<file path="config.mk">
export PLATFORM = sky130hd
export DESIGN_NAME = dmem_arbiter_flat
export DESIGN_NICKNAME = d
export VERILOG_FILES = /design/src/rtl/dmem_arbiter_if.sv /design/src/rtl/dmem_arbiter.sv /design/src/flat_wrapper.sv
export SDC_FILE = /design/constraint.sdc
export NUM_CORES = 1
export LEC_CHECK = 0
export ABC_AREA = 1
export CORE_AREA = 2 2 105 107
export DETAILED_ROUTE_END_ITERATION = 16
export DIE_AREA = 0 0 107 109
export DONT_BUFFER_PORTS = 1
export PLACE_DENSITY_LB_ADDON = 0.05
export SKIP_LAST_GASP = 1
export SLEW_MARGIN = 0
export SYNTH_ARGS = -nofsm -noshare
export SYNTH_HDL_FRONTEND = slang
export SYNTH_SLANG_ARGS = --single-unit
</file>
<file path="constraint.sdc">
create_clock -name clk -period 1.06 [get_ports clk]
set_input_delay 0.159 -clock clk [delete_from_list [all_inputs] [get_ports clk]]
set_output_delay 0.159 -clock clk [all_outputs]
set_load 0.01 [all_outputs]
</file>
<file path="src/rtl/dmem_arbiter_if.sv">
// Data-memory arbitration bundle: CPU MEM-stage port, filter read port and the shared memory port.
// The arbiter takes the slave modport; requesters/memory models take the master modport.
interface dmem_arbiter_if #(
    parameter int ADDR_W = 32
);
    logic              cpu_req;
    logic              cpu_we;
    logic [2:0]        cpu_func3;
    logic [ADDR_W-1:0] cpu_addr;
    logic [31:0]       cpu_wdata;
    logic              cpu_stall;
    logic [31:0]       cpu_rdata;
    logic              cpu_rvalid;

    logic              flt_req;
    logic [ADDR_W-1:0] flt_addr;
    logic              flt_gnt;
    logic [31:0]       flt_rdata;
    logic              flt_rvalid;

    logic [ADDR_W-1:0] mem_addr;
    logic [31:0]       mem_wdata;
    logic [2:0]        mem_func3;
    logic              mem_we;
    logic [31:0]       mem_rdata;

    modport slave (
        input  cpu_req, cpu_we, cpu_func3, cpu_addr, cpu_wdata,
        input  flt_req, flt_addr, mem_rdata,
        output cpu_stall, cpu_rdata, cpu_rvalid,
        output flt_gnt, flt_rdata, flt_rvalid,
        output mem_addr, mem_wdata, mem_func3, mem_we
    );

    modport master (
        output cpu_req, cpu_we, cpu_func3, cpu_addr, cpu_wdata,
        output flt_req, flt_addr, mem_rdata,
        input  cpu_stall, cpu_rdata, cpu_rvalid,
        input  flt_gnt, flt_rdata, flt_rvalid,
        input  mem_addr, mem_wdata, mem_func3, mem_we
    );
endinterface

</file>
<file path="src/rtl/dmem_arbiter.sv">
// Single data-memory port shared by the CPU MEM stage (priority) and the filter window-fetch engine.
// Define DMEM_ARB_STARVE_GUARD_EN to force a starved filter request through after STARVE_LIMIT denied cycles.
module dmem_arbiter #(
    parameter int STARVE_LIMIT = 4,
    parameter int ADDR_W       = 32
) (
    input  logic            clk,
    input  logic            rst,
    dmem_arbiter_if.slave   bus
);

    typedef enum logic [1:0] {
        OWN_NONE = 2'b00,
        OWN_CPU  = 2'b01,
        OWN_FLT  = 2'b10
    } owner_t;

    owner_t rd_owner_r;
    logic   cpu_gnt_s;
    logic   flt_gnt_s;
    logic   force_flt_s;

    if ((STARVE_LIMIT < 1) || (STARVE_LIMIT > 15)) begin : g_bad_limit
        $error("dmem_arbiter: STARVE_LIMIT must lie in 1..15");
    end

`ifdef DMEM_ARB_STARVE_GUARD_EN
    localparam logic [3:0] LIMIT = 4'(STARVE_LIMIT);
    logic [3:0] starve_cnt_r;

    // Count consecutive denied filter cycles, saturating at the limit.
    always_ff @(posedge clk or negedge rst) begin
        if (!rst) begin
            starve_cnt_r <= 4'd0;
        end else if (!bus.flt_req || flt_gnt_s) begin
            starve_cnt_r <= 4'd0;
        end else if (starve_cnt_r != LIMIT) begin
            starve_cnt_r <= starve_cnt_r + 4'd1;
        end else begin
            starve_cnt_r <= starve_cnt_r;
        end
    end

    assign force_flt_s = (starve_cnt_r == LIMIT);
`else
    assign force_flt_s = 1'b0;
`endif

    // Combinational grant; both grants are held off while reset is asserted.
    always_comb begin
        cpu_gnt_s = rst & bus.cpu_req & ~force_flt_s;
        flt_gnt_s = rst & bus.flt_req & (~bus.cpu_req | force_flt_s);
    end

    // Steer the winner onto the memory port; idle port drives all zeros.
    always_comb begin
        bus.mem_addr  = {ADDR_W{1'b0}};
        bus.mem_wdata = 32'd0;
        bus.mem_func3 = 3'b000;
        bus.mem_we    = 1'b0;
        if (cpu_gnt_s) begin
            bus.mem_addr  = bus.cpu_addr;
            bus.mem_wdata = bus.cpu_wdata;
            bus.mem_func3 = bus.cpu_func3;
            bus.mem_we    = bus.cpu_we;
        end else if (flt_gnt_s) begin
            bus.mem_addr  = bus.flt_addr;
            bus.mem_wdata = 32'd0;
            bus.mem_func3 = 3'b010;
            bus.mem_we    = 1'b0;
        end else begin
            bus.mem_addr  = {ADDR_W{1'b0}};
            bus.mem_wdata = 32'd0;
            bus.mem_func3 = 3'b000;
            bus.mem_we    = 1'b0;
        end
    end

    // Owner tag for next cycle's read data; stores produce no return.
    always_ff @(posedge clk or negedge rst) begin
        if (!rst) begin
            rd_owner_r <= OWN_NONE;
        end else begin
            case ({cpu_gnt_s & ~bus.cpu_we, flt_gnt_s})
                2'b10:   rd_owner_r <= OWN_CPU;
                2'b01:   rd_owner_r <= OWN_FLT;
                default: rd_owner_r <= OWN_NONE;
            endcase
        end
    end

    assign bus.flt_gnt    = flt_gnt_s;
    assign bus.cpu_stall  = rst & bus.cpu_req & ~cpu_gnt_s;
    assign bus.cpu_rvalid = (rd_owner_r == OWN_CPU);
    assign bus.flt_rvalid = (rd_owner_r == OWN_FLT);
    assign bus.cpu_rdata  = (rd_owner_r == OWN_CPU) ? bus.mem_rdata : 32'd0;
    assign bus.flt_rdata  = (rd_owner_r == OWN_FLT) ? bus.mem_rdata : 32'd0;

endmodule

</file>
<file path="src/flat_wrapper.sv">
// flat-port wrapper written by rule: the top's interface ports become plain ports
module dmem_arbiter_flat 
#(
    parameter int STARVE_LIMIT = 4,
    parameter int ADDR_W       = 32
)
  (clk, rst, bus_cpu_req, bus_cpu_we, bus_cpu_func3, bus_cpu_addr, bus_cpu_wdata, bus_flt_req, bus_flt_addr, bus_mem_rdata, bus_cpu_stall, bus_cpu_rdata, bus_cpu_rvalid, bus_flt_gnt, bus_flt_rdata, bus_flt_rvalid, bus_mem_addr, bus_mem_wdata, bus_mem_func3, bus_mem_we);
  dmem_arbiter_if #(.ADDR_W(ADDR_W)) bus_i ();
  input  logic clk;
  input  logic rst;
  input wire logic [$bits(bus_i.cpu_req)-1:0] bus_cpu_req;
  input wire logic [$bits(bus_i.cpu_we)-1:0] bus_cpu_we;
  input wire logic [$bits(bus_i.cpu_func3)-1:0] bus_cpu_func3;
  input wire logic [$bits(bus_i.cpu_addr)-1:0] bus_cpu_addr;
  input wire logic [$bits(bus_i.cpu_wdata)-1:0] bus_cpu_wdata;
  input wire logic [$bits(bus_i.flt_req)-1:0] bus_flt_req;
  input wire logic [$bits(bus_i.flt_addr)-1:0] bus_flt_addr;
  input wire logic [$bits(bus_i.mem_rdata)-1:0] bus_mem_rdata;
  output wire logic [$bits(bus_i.cpu_stall)-1:0] bus_cpu_stall;
  output wire logic [$bits(bus_i.cpu_rdata)-1:0] bus_cpu_rdata;
  output wire logic [$bits(bus_i.cpu_rvalid)-1:0] bus_cpu_rvalid;
  output wire logic [$bits(bus_i.flt_gnt)-1:0] bus_flt_gnt;
  output wire logic [$bits(bus_i.flt_rdata)-1:0] bus_flt_rdata;
  output wire logic [$bits(bus_i.flt_rvalid)-1:0] bus_flt_rvalid;
  output wire logic [$bits(bus_i.mem_addr)-1:0] bus_mem_addr;
  output wire logic [$bits(bus_i.mem_wdata)-1:0] bus_mem_wdata;
  output wire logic [$bits(bus_i.mem_func3)-1:0] bus_mem_func3;
  output wire logic [$bits(bus_i.mem_we)-1:0] bus_mem_we;
  assign bus_i.cpu_req = bus_cpu_req;
  assign bus_i.cpu_we = bus_cpu_we;
  assign bus_i.cpu_func3 = bus_cpu_func3;
  assign bus_i.cpu_addr = bus_cpu_addr;
  assign bus_i.cpu_wdata = bus_cpu_wdata;
  assign bus_i.flt_req = bus_flt_req;
  assign bus_i.flt_addr = bus_flt_addr;
  assign bus_i.mem_rdata = bus_mem_rdata;
  assign bus_cpu_stall = bus_i.cpu_stall;
  assign bus_cpu_rdata = bus_i.cpu_rdata;
  assign bus_cpu_rvalid = bus_i.cpu_rvalid;
  assign bus_flt_gnt = bus_i.flt_gnt;
  assign bus_flt_rdata = bus_i.flt_rdata;
  assign bus_flt_rvalid = bus_i.flt_rvalid;
  assign bus_mem_addr = bus_i.mem_addr;
  assign bus_mem_wdata = bus_i.mem_wdata;
  assign bus_mem_func3 = bus_i.mem_func3;
  assign bus_mem_we = bus_i.mem_we;
  dmem_arbiter #(.STARVE_LIMIT(STARVE_LIMIT), .ADDR_W(ADDR_W)) u_core (.clk(clk), .rst(rst), .bus(bus_i));
endmodule
</file>
==> results.md, run 1 <==
Power:
- The leakage power of the design is 1.24 nW.
- The worst IR drop on VDD is 0.000212 V.
- In this run, the combinational gates consume ~63% of the power.
- In this run switching power makes up between 40 and 50% of total power.
- In this run the power density over the cells is 473 nW/um^2.
- In this run, flip-flops and latches consume 8.2% of the power.
- Summed over all nets, the switching power comes to 0.000483 W.
- The clock network fraction of design power is ~29%.
- The cell-internal power is 0.000526 W.

Synth:
- The count of yosys warnings during synthesis is 0.
- The proportion of synthesized flip-flops having asynchronous set or reset is between 90% and 100%.
- The synthesized design spends more area on one cell type than any other, namely nor2_1.
- The synthesized netlist devotes 0% of its cell area to adder and majority cells.
- After synthesis the cells add up to 1330 um^2.
- Counting flops and latches in the post-synthesis netlist gives 2.
- The combinational family with the most area after synthesis is simple AND/OR/NAND/NOR gates.
- The sequential element share of the synthesized area is 3.77%.
- Counting every net in the synthesized netlist gives 439.
- The synthesized-area fraction occupied by ao, oa, aoi and oai cells is 0%.
- The multiplexer share of the synthesized area is 0%.
- The basic-gate share of the synthesized area counting and, or, nand and nor cells is 63.7%.
- The cell count after synthesis came out at 303.
- The dominant cell by count in the synthesized netlist is nor2_1.
- Of the post-synthesis cell area, the dominant cell type holds 28.5%.
- The synthesized design contains 0 enable-type register cells.
- The number of different library cells in the post-synthesis netlist is 13.
- After synthesis, the cell types taking the most area are nor2_1 (29%), inv_1 (21%), nand2_1 (19%).
- The average instance area after synthesis is 4.39 um^2.
- The commonest cells after synthesis are nor2_1 (101), inv_1 (73), nand2_1 (67), nand4_1 (32), buf_2 (15).
- In the synthesized netlist the dominant register cell turns out to be dfrtp_1.
- After Yosys synthesis, XOR and XNOR cells account for 0% of the synthesized area.

Critical path:
- The worst setup path is of the reg -> out kind.
- STA classifies the critical path startpoint as a flip-flop.
- The critical path goes through nor2_4, inv_6, buf_12, nor2_4.
- The library cell contributing the largest single delay on the critical path is dfrtp_2.
- STA classifies the critical path endpoint as an output pin.
- Data on the critical path arrives at its endpoint at approximately 1200 ps.
- The cell seen most often among critical-path stages is nor2_4.
- The required time at the worst-slack endpoint is 900 ps.
- The maximum fanout along the worst path is 10.
- In this design, the stage delay of the slowest critical-path cell is between 400 and 500 ps.

Cells and area:
- The area used by multi-input combinational logic is 1130 um^2.
- The register with the most flip-flops in the layout has 2 of them.
- After the last flow step, the layout net total stands at 467.
- The area growth from synthesis to layout is 60.6%.
- The layout cell share with drive strength beyond 1 is 29.8%.
- The final antenna diode count is 0.
- The filler-free cell count of the finished design is about 470.
- The largest registers in the layout are u_core.rd_owner_r x2.
- The register cell area after layout is 51.3 um^2.
- The final design utilization is 20.1%.
- The filler cell count is 1220.
- Ranked by flip-flop count, first place goes to u_core.rd_owner_r.

Global routing:
- The number of antenna violations at the first check in global routing came to 0.
- The via count of the first global-routing pass was 1563.
- The leftover overflow at the end of global routing is 0.
- Global routing used 8.86% of the available tracks.
- The wire length of the first global-routing pass is 8090 um.
- Entering global routing, the biggest net connects 36 pins.

Floorplan:
- The initial cell density of the core is 12.5%.
- The number of I/O pins is ~270.
- The total number of placement rows is 38.
- The placeable core region is between 10000 and 15000 um^2.
- The die covers between 10000 and 15000 um^2.
- In this run the horizontal extent of the chip is 107 um.
- In this run the vertical extent of the chip is approximately 110 um.

Run status:
- The checks that failed: setup timing.
- The run finished, with violations left.

Timing:
- For this run, the top clock speed supported by timing is 0.755 GHz.
- Setup repair after global routing could not meet its margin everywhere.
- The minimum period implied by the final worst setup slack is roughly 1300 ps.
- The worst path uses 125% of the clock period.
- The count of pins over their slew limit was 0.
- The final hold violation count was 0.
- The number of failing setup endpoints in the final timing report is 66.
- After layout, the worst setup slack is -264 ps.

Detailed routing:
- Dividing the detail-routed via count by the number of cells gives approximately 4.1.
- The detailed router finished its first iteration with 66 violations.
- The via count is 1920.
- Once detail routing completed, the nets flagged for antenna violations numbered 0.
- The post-route DRC violation count is 0.
- After detailed routing, the average wire length per cell comes to 13.6 um.
- Before antenna repair, the detailed router went through 3 iterations.
- The overall routed net length is 6400 um.

Clock tree:
- The number of clock buffers inserted by TritonCTS is 3.
- The tree built by TritonCTS fans out to 2 sinks.
- Clock-pin slew was measured on the worst setup and hold paths at approximately 30 ps.
- CTS built an H-tree with a depth of 1.
- The number of buffers on the longest clock path is 2.
- The CTS tree is built.
- The root buffer cell chosen for the clock tree is clkbuf_8.

Hold path:
- The path category of the worst min-delay check is in -> reg.

Placed design:
- The count of buffers added on input and output ports is 0.
- Routability-driven placement finished with a final weighted congestion of 0.725.
- The worst setup slack after placement is -73.0 ps.
- The number of placed instances with taps included is 460.
- After legalization and detailed placement, the total HPWL measured 5090 um.

Run:
- The max-cap check violation count is 0.
## path summary, 6_finish.rpt
path / start / to / slack (ps) / cells past startpoint
worst max-delay path: u_core.rd_owner_r[0]$_DFF_PN0_ / bus_flt_rdata[7] / -260 / 4
max in group asynchronous: rst / u_core.rd_owner_r[0]$_DFF_PN0_ / 680 / 1
worst min-delay path: bus_cpu_we / u_core.rd_owner_r[0]$_DFF_PN0_ / 30 / 1
min in group asynchronous: rst / u_core.rd_owner_r[0]$_DFF_PN0_ / 210 / 1
## timing repair
action	CTS	global route
setup buffers	3	0
setup endpoints to repair	65	66
hold buffers	1	0
gates resized for setup	37	14
gates cloned	1	1
pin swaps	2	2
endpoints found under the hold margin	2	0
## stage by stage
stage / area [um^2] / TNS (ps) / hold WS [ps] / total power (W)
2_1_floorplan: 1410 / 0 / -137 / 0.000528
4_1_cts: 2080 / -15450 / 29.3 / 0.00101
5_1_grt: 2130 / -19080 / 16.4 / 0.00110
3_3_place_gp: 1810 / -2930 / -134 / 0.000639
6_report: 2130 / -15000 / 26.8 / 0.00101
3_5_place_dp: 1810 / -2260 / -134 / 0.000629
## cell families (layout without fill, tap and decap cells)
kind of cell	count (synthesis)	after routing
other	1	1
buffers and inverters	98	124
flip-flops	2	2
AND/OR/NAND/NOR	202	202
## cells in the final DEF (no fill, tap or decap)
| master | synthesis | routed |
|---|---|---|
| buf_4 | 5 | 39 |
| dfrtp_1 | 2 | 1 |
| buf_16 | 0 | 1 |
| clkbuf_16 | 0 | 1 |
| dlygate4sd3_1 | 0 | 1 |
| nor2_2 | 0 | 9 |
| buf_12 | 0 | 5 |
| nand3_1 | 1 | 1 |
| nand2_4 | 1 | 2 |
| dfrtp_2 | 0 | 1 |
| nand2_1 | 67 | 66 |
| conb_1 | 1 | 1 |
| inv_1 | 73 | 70 |
| inv_2 | 1 | 3 |
| nand4_1 | 32 | 32 |
| nor2_1 | 101 | 59 |
| clkbuf_8 | 0 | 3 |
| inv_6 | 0 | 1 |
| nor2_4 | 0 | 33 |
## power by group through the flow
stage,Sequential (W),Clock (W),Combinational (W)
6_report,0.0000831,0.000295,0.000631
5_1_grt,0.0000835,0.000326,0.000690
4_1_cts,0.0000817,0.000306,0.000624
3_5_place_dp,0.0000824,0,0.000547
3_3_place_gp,0.0000827,0,0.000556
2_1_floorplan,0.0000823,0,0.000446
## layout make-up
class                   count  area share (%)
repair buffers             47            21.3
multi-input cells         203            52.9
well taps                 140            8.21
flip-flops and latches      2            2.40
inverters                  74            13.2
clock buffers               3            1.93
## critical path, delay by kind of cell, from the launching register on
family | cells | cell delay [ps]
buffers and inverters | 2 | 240
and+or+nand+nor | 2 | 290
DFF | 1 | 420
## layer usage
layer | GRT usage (%) | vias up | routed length [um] | part of all wire, %
li1 | - | 933 | - | -
met1 | 7.95 | 839 | 2100 | 33
met2 | 19.4 | 146 | 3690 | 58
met3 | 2.57 | 2 | 560 | 8.8
met4 | 1.39 | 0 | 44 | 0.69
met5 | 0 | - | 0 | 0
(Power assumes the default switching activity.)
==> run 2: changes to the inputs <==
==> constraint.sdc (replaced) <==
create_clock -name clk -period 1.6 [get_ports clk]
set_input_delay 0.24 -clock clk [delete_from_list [all_inputs] [get_ports clk]]
set_output_delay 0.24 -clock clk [all_outputs]
set_load 0.01 [all_outputs]
==> run 2 against run 1 <==
The run now ends clean. First-iteration DRC count is 30% lower. Clock power is 34% lower. Routed wire length is 9.4% lower. Combinational power is 49% lower. Critical path type unchanged. Largest cell class unchanged. Largest power group unchanged.
==> results.md, run 2 (synthesis gave the netlist of run 1 again) <==
Run status:
- The flow ran to the end, and the final reports show no timing, DRC or antenna violations.

Timing:
- Based on the critical path, the design can be clocked at up to roughly 0.66 GHz.
- The final hold violation count is 0 (unchanged).
- The final worst slack is 90.7 ps (+355 ps).
- The minimum period implied by the final worst setup slack is about 1500 ps.
- Setup repair after global routing left no endpoint under its margin.
- The number of failing setup endpoints in the final timing report came to 0 (-100%).
- The final period utilization is 94.3%.
- The actual transition at the worst max-transition pin is 508 ps.
- The count of pins over their slew limit is 0 (unchanged).
- The final setup TNS came to 0 ps (+15000 ps).
- The worst-case headroom to the max-slew limit is between 60% and 70%.

Placed design:
- The worst setup slack after placement came to 302 ps (+375 ps).
- The port buffer count is 0 (unchanged).
- The detailed-placement wirelength estimate is 4770 um (-6.2%).
- The post-placement cell area is 1700 um^2 (-6.1%).
- The placer congestion estimate was 0.691 (-4.7%).

Global routing:
- The peak-usage layer in the global routing report is met2.
- The met2 track utilization from global routing is 17.2% (-2.2 points).
- The via count of the first global-routing pass is 1454 (-7.0%).
- The overall fraction of global-route tracks in use is 7.96% (-0.90 points).
- The wire length of the first global-routing pass is 7250 um (-10%).
- The number of antenna violations at the first check in global routing is 0 (unchanged).
- The global routing usage on met1 was 7.80% (-0.15 points).
- The largest net degree at the start of global routing came to 37 (+2.8%).
- The global routing usage on met3 is 0.658% (-1.9 points).
- The leftover overflow at the end of global routing came to 0 (unchanged).

Detailed routing:
- The overall routed net length is 5790 um (-9.4%).
- The via count is 1887 (-1.7%).
- The number of DRC markers after the initial detailed-route iteration is 46 (-30%).
- The post-route DRC violation count was 0 (unchanged).
- The number of routed nets with antenna violations is 0 (unchanged).
- The post-detailed-route via-to-cell ratio came to 4.04 (-1.3%).
- The count of TritonRoute iterations in the first routing pass is 4 (+1).
- The per-cell routed wire length is 12.4 um (-9.1%).

Cells and area:
- The layout-stage area growth over the synthesis result is 31.5%.
- The count of nets after finishing is 465 (-0.43%).
- The register cell area after layout is 50.0 um^2 (-2.4%).
- Ranked by flip-flop count, first place goes to u_core.rd_owner_r.
- The largest registers in the layout are u_core.rd_owner_r x2.
- The final antenna diode count came to 0 (unchanged).
- The library cell used most frequently in the layout, excluding fill and tap cells, is nor2_1.
- The area used by multi-input combinational logic is 851 um^2 (-25%).
- The final design utilization came to 16.5% (-3.6 points).
- In the layout the commonest cells are nor2_1 (101), inv_1 (73), nand2_1 (67).
- The area of all placed cells without fillers is 1750 um^2 (-18%).
- The layout cell share with drive strength beyond 1 is 15.0% (-15 points).
- The flip-flop count of the largest register after layout came to 2 (unchanged).
- The filler cell count is 1257 (+3.0%).

Power:
- The worst IR drop on VDD is 0.0000712 V (-66%).
- The total power is 0.000570 W (-43%).
- The total power per unit cell area is 326 nW/um^2 (-31%).
- The leakage power of the design came to 1.19 nW (-3.8%).

Hold path:
- In this run the most critical hold path is launched from bus_cpu_we.
- The tightest min-delay check is of the in -> reg type.

Critical path:
- Walking the worst path, the cells encountered are nor2_1, inv_1, buf_4, nor2_1, buf_4.
- The startpoint kind of the worst setup timing path is a flip-flop.
- The largest individual stage delay along the critical path comes from the cell dfrtp_1.
- The maximum fanout along the worst path is 32 (+22).
- The kind of capture point of the worst setup path is an output pin.
- The startpoint of the worst setup timing path is u_core.rd_owner_r[0]$_DFF_PN0_.
- The required time at the worst-slack endpoint is 1360 ps (+460 ps).
- The peak per-stage delay on the critical path was 360 ps (-60 ps).
- The worst setup path is of the reg -> out kind.
- The data arrival at the endpoint of the critical path is 1270 ps (+100 ps).

Clock tree:
- The number of clock buffers inserted by TritonCTS is 3 (unchanged).
- The number of H-tree levels was 1 (unchanged).
- The sink count of the clock tree is 2 (unchanged).
- Clock tree synthesis selected as its root buffer the cell clkbuf_8.
- The number of buffers on the longest clock path is 2 (unchanged).
- TritonCTS built the clock tree.
- The post-CTS setup-driven buffer insertion count is 0 (-3).
- The clock-pin slew of the registers on the worst-case setup and hold paths came to 30 ps (about the same).

Floorplan:
- The overall die width came to 107 um (unchanged).
- The placeable core region came to 10600 um^2 (unchanged).
- The initial cell density of the core is 12.5% (unchanged).
- The total number of placement rows was 38 (unchanged).
- The height of the chip was 109 um (unchanged).
- The floorplan die area is 11700 um^2 (unchanged).
- The number of I/O pins is 272 (unchanged).

Run:
- The max-cap check violation count is 0 (unchanged).
-- run 2: cell count changes in the layout (fill, tap and decap cells not counted), moves of 2 or more --
cell / change
nor2_1: +42
nor2_4: -33
nor2_2: -9
buf_12: -4
buf_4: +4
inv_1: +3
inv_2: -2
-- run 2: metrics by stage --
step | hold WS, ps | std cells
global placement | -53.2 | 463
finish | 102 | 467
detailed placement | -53.2 | 463
floorplan | -55.6 | 303
CTS | 98.4 | 467
global route | 101 | 467
-- run 2: worst max-delay path, delay by kind of cell, from the launching register on --
family,cells,cell delay [ps]
buf+inv,3,400
flops,1,360
simple gates,2,280
-- run 2: path summary, 6_finish.rpt --
check | endpoint | slack, ps | depth (start not counted)
worst max-delay path | bus_flt_rdata[1] | 90 | 5
worst min-delay path | u_core.rd_owner_r[0]$_DFF_PN0_ | 100 | 1
max in group asynchronous | u_core.rd_owner_r[0]$_DFF_PN0_ | 1180 | 1
min in group asynchronous | u_core.rd_owner_r[1]$_DFF_PN0_ | 290 | 1
-- run 2: timing repair --
item | 4_1_cts | 5_1_grt
setup endpoints to repair | 0 | 0
hold buffers | 1 | 0
resized for setup | 0 | 0
endpoints found under the hold margin | 2 | 0
-- run 2: per-layer routing --
metal / wire length, um / vias up
met5: 0 / -
met4: 40 / 0
met3: 491 / 2
met2: 3230 / 149
met1: 2030 / 809
li1: - / 927
-- run 2: power by group --
group	internal, W	total [W]	switching [W]	leakage, nW
Sequential	0.0000529	0.0000536	0.000000688	0.0269
Clock	0.000159	0.000194	0.0000349	0.0216
Combinational	0.0000979	0.000323	0.000225	1.14
-- run 2: final cells by class --
type | instances | share of cell area [%]
Clock buffer | 3 | 2.36
Tap cell | 140 | 10.0
Inverter | 74 | 15.9
Timing Repair Buffer | 45 | 20.2
Multi-Input combinational cell | 203 | 48.7
Sequential cell | 2 | 2.86
